===== src/rtl/gate_driver.sv =====
// -----------------------------------------------------------------------------
// gate_driver
//
// Parking-barrier motor controller. It sequences the barrier through homing,
// raising, holding open and lowering. Every motor start or reversal is preceded
// by a dead-time window with both drives off. Travel is time-limited, and the
// barrier reverses to open whenever a car is detected or an open is requested
// while it is lowering.
//
// Parameters
//   DEAD_TIME   cycles with both motor drives low before any start/reversal
//   TRAVEL_MAX  maximum motor-on cycles for one travel before declaring fault
//   HOLD_TIME   cycles the gate stays open after the last open_req/car_present
//
// Ports
//   clk          in   system clock, all logic on the rising edge
//   reset        in   synchronous, active-low reset
//   open_req     in   open command pulse from the parking controller
//   close_req    in   early-close command pulse
//   car_present  in   debounced vehicle-under-barrier sensor (1 blocks closing)
//   lim_open     in   debounced fully-open limit switch
//   lim_closed   in   debounced fully-closed limit switch
//   motor_up     out  raise-barrier drive
//   motor_down   out  lower-barrier drive
//   gate_open    out  high while the gate is held open
//   gate_closed  out  high while the gate is closed and idle
//   fault        out  high once the controller has latched a fault
// -----------------------------------------------------------------------------
module gate_driver #(
  parameter int DEAD_TIME  = 4,
  parameter int TRAVEL_MAX = 1000,
  parameter int HOLD_TIME  = 5000
) (
  input  logic clk,
  input  logic reset,
  input  logic open_req,
  input  logic close_req,
  input  logic car_present,
  input  logic lim_open,
  input  logic lim_closed,
  output logic motor_up,
  output logic motor_down,
  output logic gate_open,
  output logic gate_closed,
  output logic fault
);

  // Each counter must be able to hold its full parameter value.
  localparam int DEAD_W   = (DEAD_TIME  < 1) ? 1 : $clog2(DEAD_TIME + 1);
  localparam int TRAVEL_W = (TRAVEL_MAX < 1) ? 1 : $clog2(TRAVEL_MAX + 1);
  localparam int HOLD_W   = (HOLD_TIME  < 1) ? 1 : $clog2(HOLD_TIME + 1);

  typedef enum logic [2:0] {
    S_INIT,
    S_CLOSED,
    S_DEAD_UP,
    S_OPENING,
    S_OPEN_HOLD,
    S_DEAD_DOWN,
    S_CLOSING,
    S_FAULT
  } state_t;

  state_t state;
  state_t next_state;

  logic [DEAD_W-1:0]   dead_cnt;
  logic [TRAVEL_W-1:0] travel_cnt;
  logic [HOLD_W-1:0]   hold_cnt;

  // Counters hold the number of cycles remaining in the window, counting the
  // current cycle. A value of 1 therefore means "this is the last cycle": the
  // count reaches 0 on this edge and the transition is taken now. This gives
  // exactly DEAD_TIME dead cycles, TRAVEL_MAX motor cycles and HOLD_TIME quiet
  // open cycles.
  logic dead_done;
  logic travel_done;
  logic hold_done;

  logic both_limits;
  logic hold_activity;

  logic entering_dead;
  logic entering_travel;
  logic reload_hold;
  logic in_dead;
  logic in_travel;

  assign dead_done   = (dead_cnt   <= DEAD_W'(1));
  assign travel_done = (travel_cnt <= TRAVEL_W'(1));
  assign hold_done   = (hold_cnt   <= HOLD_W'(1));

  // Both limit switches active at once is physically impossible, so it points
  // to a wiring or sensor failure.
  assign both_limits   = lim_open & lim_closed;
  assign hold_activity = open_req | car_present;

  assign in_dead   = (state == S_DEAD_UP) || (state == S_DEAD_DOWN);
  assign in_travel = (state == S_OPENING) || (state == S_CLOSING);

  assign entering_dead   = ((next_state == S_DEAD_UP) || (next_state == S_DEAD_DOWN))
                           && (next_state != state);
  assign entering_travel = ((next_state == S_OPENING) || (next_state == S_CLOSING))
                           && (next_state != state);
  // The hold window restarts on entry and on every cycle with activity.
  assign reload_hold     = (next_state == S_OPEN_HOLD)
                           && ((state != S_OPEN_HOLD) || hold_activity);

  // ---------------------------------------------------------------------------
  // Next-state logic
  // ---------------------------------------------------------------------------
  // NOTE: next_state gets a default before any branch, so no path leaves it
  // unassigned and no latch is inferred.
  always_comb begin
    next_state = state;
    if (both_limits && (state != S_INIT) && (state != S_FAULT)) begin
      next_state = S_FAULT;
    end else begin
      case (state)
        S_INIT: begin
          // Home toward closed unless already there.
          next_state = lim_closed ? S_CLOSED : S_DEAD_DOWN;
        end
        S_CLOSED: begin
          if (open_req) next_state = S_DEAD_UP;
        end
        S_DEAD_UP: begin
          if (dead_done) next_state = S_OPENING;
        end
        S_OPENING: begin
          if (lim_open)         next_state = S_OPEN_HOLD;
          else if (travel_done) next_state = S_FAULT;
        end
        S_OPEN_HOLD: begin
          // open_req or a car keeps the gate open even against close_req.
          if (!hold_activity && (hold_done || close_req)) next_state = S_DEAD_DOWN;
        end
        S_DEAD_DOWN: begin
          if (dead_done) next_state = S_CLOSING;
        end
        S_CLOSING: begin
          // Safety reversal has priority over reaching the closed limit.
          if (open_req || car_present) next_state = S_DEAD_UP;
          else if (lim_closed)         next_state = S_CLOSED;
          else if (travel_done)        next_state = S_FAULT;
        end
        S_FAULT: begin
          next_state = S_FAULT;
        end
        default: begin
          next_state = S_FAULT;
        end
      endcase
    end
  end

  // ---------------------------------------------------------------------------
  // State, counters and registered outputs
  // ---------------------------------------------------------------------------
  // Outputs are decoded from next_state and registered, so each output changes
  // on the same edge as the state it reflects, without combinational glitches.
  // NOTE: all sequential state uses non-blocking assignments so every register
  // samples pre-edge values, independent of statement order.
  always_ff @(posedge clk) begin
    if (!reset) begin
      // NOTE: the counters are plain registers, not memories, so they are
      // cleared here together with the state; nothing relies on their
      // power-up value.
      state       <= S_INIT;
      dead_cnt    <= '0;
      travel_cnt  <= '0;
      hold_cnt    <= '0;
      motor_up    <= 1'b0;
      motor_down  <= 1'b0;
      gate_open   <= 1'b0;
      gate_closed <= 1'b0;
      fault       <= 1'b0;
    end else begin
      state <= next_state;

      if (entering_dead) begin
        dead_cnt <= DEAD_W'(DEAD_TIME);
      end else if (in_dead) begin
        dead_cnt <= (dead_cnt == '0) ? '0 : dead_cnt - 1'b1;
      end

      if (entering_travel) begin
        travel_cnt <= TRAVEL_W'(TRAVEL_MAX);
      end else if (in_travel) begin
        travel_cnt <= (travel_cnt == '0) ? '0 : travel_cnt - 1'b1;
      end

      if (reload_hold) begin
        hold_cnt <= HOLD_W'(HOLD_TIME);
      end else if (state == S_OPEN_HOLD) begin
        hold_cnt <= (hold_cnt == '0) ? '0 : hold_cnt - 1'b1;
      end

      // Only one of OPENING/CLOSING can be the next state, so the drives are
      // mutually exclusive by construction.
      motor_up    <= (next_state == S_OPENING);
      motor_down  <= (next_state == S_CLOSING);
      gate_open   <= (next_state == S_OPEN_HOLD);
      gate_closed <= (next_state == S_CLOSED);
      fault       <= (next_state == S_FAULT);
    end
  end

endmodule

===== config.mk =====
export PLATFORM = sky130hd
export DESIGN_NAME = gate_driver
export DESIGN_NICKNAME = d
export VERILOG_FILES = /design/src/rtl/gate_driver.sv
export SDC_FILE = /design/constraint.sdc
export NUM_CORES = 1
export LEC_CHECK = 0
export ABC_AREA = 1
export CORE_MARGIN = 1.5
export CORE_UTILIZATION = 65
export DETAILED_ROUTE_END_ITERATION = 8
export DONT_BUFFER_PORTS = 1
export MAX_ROUTING_LAYER = met4
export PLACE_DENSITY = 0.81
export SYNTH_ARGS = -nofsm -noshare
export SYNTH_HDL_FRONTEND = slang
export SYNTH_SLANG_ARGS = --single-unit

===== constraint.sdc =====
create_clock -name clk -period 4.2 [get_ports clk]
set_input_delay 0.84 -clock clk [delete_from_list [all_inputs] [get_ports clk]]
set_output_delay 0.84 -clock clk [all_outputs]
set_load 0.01 [all_outputs]

==> impl_metrics.tcl <==
set metrics [dict create \
    rsz0062_at_grt "false" \
    cts_buffer_depth 2 \
    ant_nets 0 \
    power_density_nw_per_um2 827 \
    placed_cell_area_um2 2130 \
    fp.dieArea_um2 3560 \
    r2r_start "travel_cnt[0]" \
    worst-path-buf-inv 2 \
    grt_max_degree 19 \
    die_w_um 59.7 \
    clock_latency_ps 330 \
    tritoncts "built" \
    num_vias 1880 \
    reg2reg_to "travel_cnt[4]" \
    yosysSeqAreaShare 0.326 \
    dr.pass1.iters 4 \
    synth_area_um2 2090 \
    cpMostUsedCell "nand3_1" \
    vdd_ir_drop_max_v 0.000505 \
    wirelength_mm 4.22 \
    hp-start "hold_cnt[0]" \
    rows 20 \
    final_cells 356 \
    synth.ff_latch_count 34 \
    slew_violations 0 \
    layout-drive-gt1-share 0.119 \
    cts-root-buf "clkbuf_4" \
    syn_nets 320 \
    criticalPathCategory "reg2reg" \
    rrSetupSlack_ps 2170 \
    ctsHoldBuffers 0 \
    syn-mean-instance-area_um2 6.82 \
    relSlewSlack 0.696 \
    clkSlewWorstSetupHoldPaths_ps 100 \
    area_delta_synth_final_pct 5.69 \
    cts.sinks 34 \
    cts_inserted_buffers 5 \
    setup_viol 0 \
    n_antenna_cell 0 \
    worst_pin_slew_ps 453 \
    startpoint_type "flip-flop" \
    fmaxAchievable_mhz 493 \
    cp-end-kind "flip-flop" \
    grt_overflow 0 \
    slowest_delay_ps 410 \
    hp-class "reg2reg" \
    gp_congestion 0.894 \
    die_h_um 59.7 \
    cts_setup_buffers 0 \
    power_mw 1.83 \
    io_buffers 0 \
    wl_per_cell_um 11.9 \
    worst-r2r-cell-count 13 \
    worstPathMaxFanout 7 \
    antenna_found_initial 0 \
    finClkSkew_ps 2.56 \
    grt_pass1_vias 1687 \
    floorplan.io_pins 12 \
    nFillCells 301 \
    yosys_warnings 0 \
    final.setup.tns_ps 0 \
    drtIter0Drc 111 \
    ctsResizeCount 0 \
    final_area_um2 2210 \
    core_area_um2 3050 \
    status "finished, final reports clean" \
    final_hold_viol_count 0 \
    drv_cap 0 \
    grt_pass1_wl_mm 7.04 \
    drc 0 \
    finalCritPeriodShare 0.482 \
    finalHoldWorstSlack_ps 550 \
    min_period_ps 2030 \
    cts.htree.levels 2 \
    crit_slowest_cell "dfxtp_1" \
    worstHoldPathCells 2 \
    finalNetCount 325 \
    synth_cell_types 34 \
    required_ps 4480 \
    arrival_ps 2300 \
    post-dp-hpwl_mm 3.30 \
    avgViaCountPerCell 5.28 \
    critPathTopFamily "simple AND/OR/NAND/NOR gates" \
    cp_cell_sequence "inv_1 -> ha_1 -> inv_1 -> nor2_1 -> nand3_1 -> nand3_1 -> o21ai_0 -> nand2_1 -> nand3_1 -> nand2_2 -> nand2_4 -> nand2_4 -> nor2_2" \
    grtUsageTotal 0.267 \
    initial_core_util 0.684 \
    holdPathEnd "hold_cnt[0]" \
    power_leakage_nw 0.990 \
    dp_cells 348 \
    netlist_instances 306 \
]
## final cells by class
type	count	area [um^2]	share of cell area
tap	44	55.1	0.0249
clock inverter	1	30.0	0.0136
inverter	49	184	0.0833
sequential	34	681	0.308
multi-input combinational	221	1210	0.549
clock buffer	7	45.0	0.0204
## how the worst max path moves through the flow
stage,from,endpoint,slack [ps],cells after the start
2_1_floorplan,car_present,travel_cnt[0],2320,10
3_3_place_gp,car_present,dead_cnt[0],2100,12
3_5_place_dp,car_present,hold_cnt[5],2100,9
4_1_cts,travel_cnt[0],travel_cnt[4],2180,13
5_1_grt,travel_cnt[0],travel_cnt[4],1920,13
6_report,travel_cnt[0],travel_cnt[4],2170,13
## placed cells by master, fill, tap and decap left out, types with 2 or more instances in the layout
master and n:
o22ai_1 3, clkbuf_1 2, nor3_1 12, a21oi_1 16, xor2_1 11, nand3b_1 2
xnor2_1 3, nand2_1 48, clkbuf_4 5, nand2_2 4, ha_1 7, a22oi_1 3
inv_2 7, nand4_1 6, nand2_4 2, inv_1 41, nor3_2 2, a21oi_2 2
dfxtp_1 34, o21ai_0 11, nand3_1 21, nor2_2 7, nand3_2 3, nor2_1 49
## cell usage after synthesis
library cell  count  area share
nor3_2            2      0.0096
nand3_1          21       0.050
nor2_4            1      0.0054
a21oi_2           2      0.0084
o31ai_1           1      0.0036
nand2_2           4       0.012
nor2_2            7       0.021
a21o_1            1      0.0036
nand3b_1          2      0.0072
nand2_4           2       0.011
o21ai_0          11       0.026
nor3_1           12       0.029
xor2_1           11       0.046
nand2_1          48       0.086
nand3_2           3       0.014
a22oi_1           3       0.011
a31oi_1           1      0.0030
inv_2             7       0.013
o22ai_1           3      0.0090
nand4_1           6       0.018
nand3b_2          1      0.0054
dfxtp_1          34        0.33
o211ai_1          1      0.0036
nand4_4           1       0.010
or2_2             1      0.0030
inv_1            41       0.074
nor2_1           49       0.088
xnor2_1           3       0.013
clkbuf_1          1      0.0018
clkinv_1          1      0.0018
a21oi_1          16       0.038
buf_4             1      0.0036
ha_1              7       0.042
nor4_1            1      0.0030
## report_power, final
part           total, mW  switching (mW)  internal (mW)
combinational       1.06           0.679          0.380
clock              0.232           0.106          0.126
sequential         0.535           0.105          0.429
## layer usage
layer | GRT usage | vias up | routed length [um]
met5 | - | - | 0
met4 | 0.0825 | 0 | 41
met3 | 0.0433 | 5 | 164
met2 | 0.432 | 41 | 2000
met1 | 0.342 | 841 | 2010
li1 | - | 993 | -
## through the flow
stage                util  setup WS (ps)
finish              0.723           2170
detailed placement  0.698           2100
floorplan               -           2320
global route        0.723           1920
global placement    0.698           2100
CTS                 0.723           2180
## cell families (layout without fill, tap and decap cells)
group | count (synthesis) | after routing | share of synthesized area
AND/OR/NAND/NOR | 161 | 161 | 0.373
buffers and inverters | 51 | 57 | 0.0935
AO/OA/AOI/OAI | 39 | 39 | 0.107
flip-flops | 34 | 34 | 0.326
XOR/XNOR | 14 | 14 | 0.0587
adder cells (fa/ha/maj) | 7 | 7 | 0.0419
## worst min-delay path: stages, from the launching register on
cell     delay, ps
dfxtp_1        360
nand2_1         80
a21oi_1         60
## sequential cells by signal, summed over array words and instances, names as in the netlist, 3 cells and up
| register | cells |
|---|---|
| dead_cnt | 3 |
| hold_cnt | 13 |
| travel_cnt | 10 |
| state | 3 |
Power figures use the tool's default switching activity.
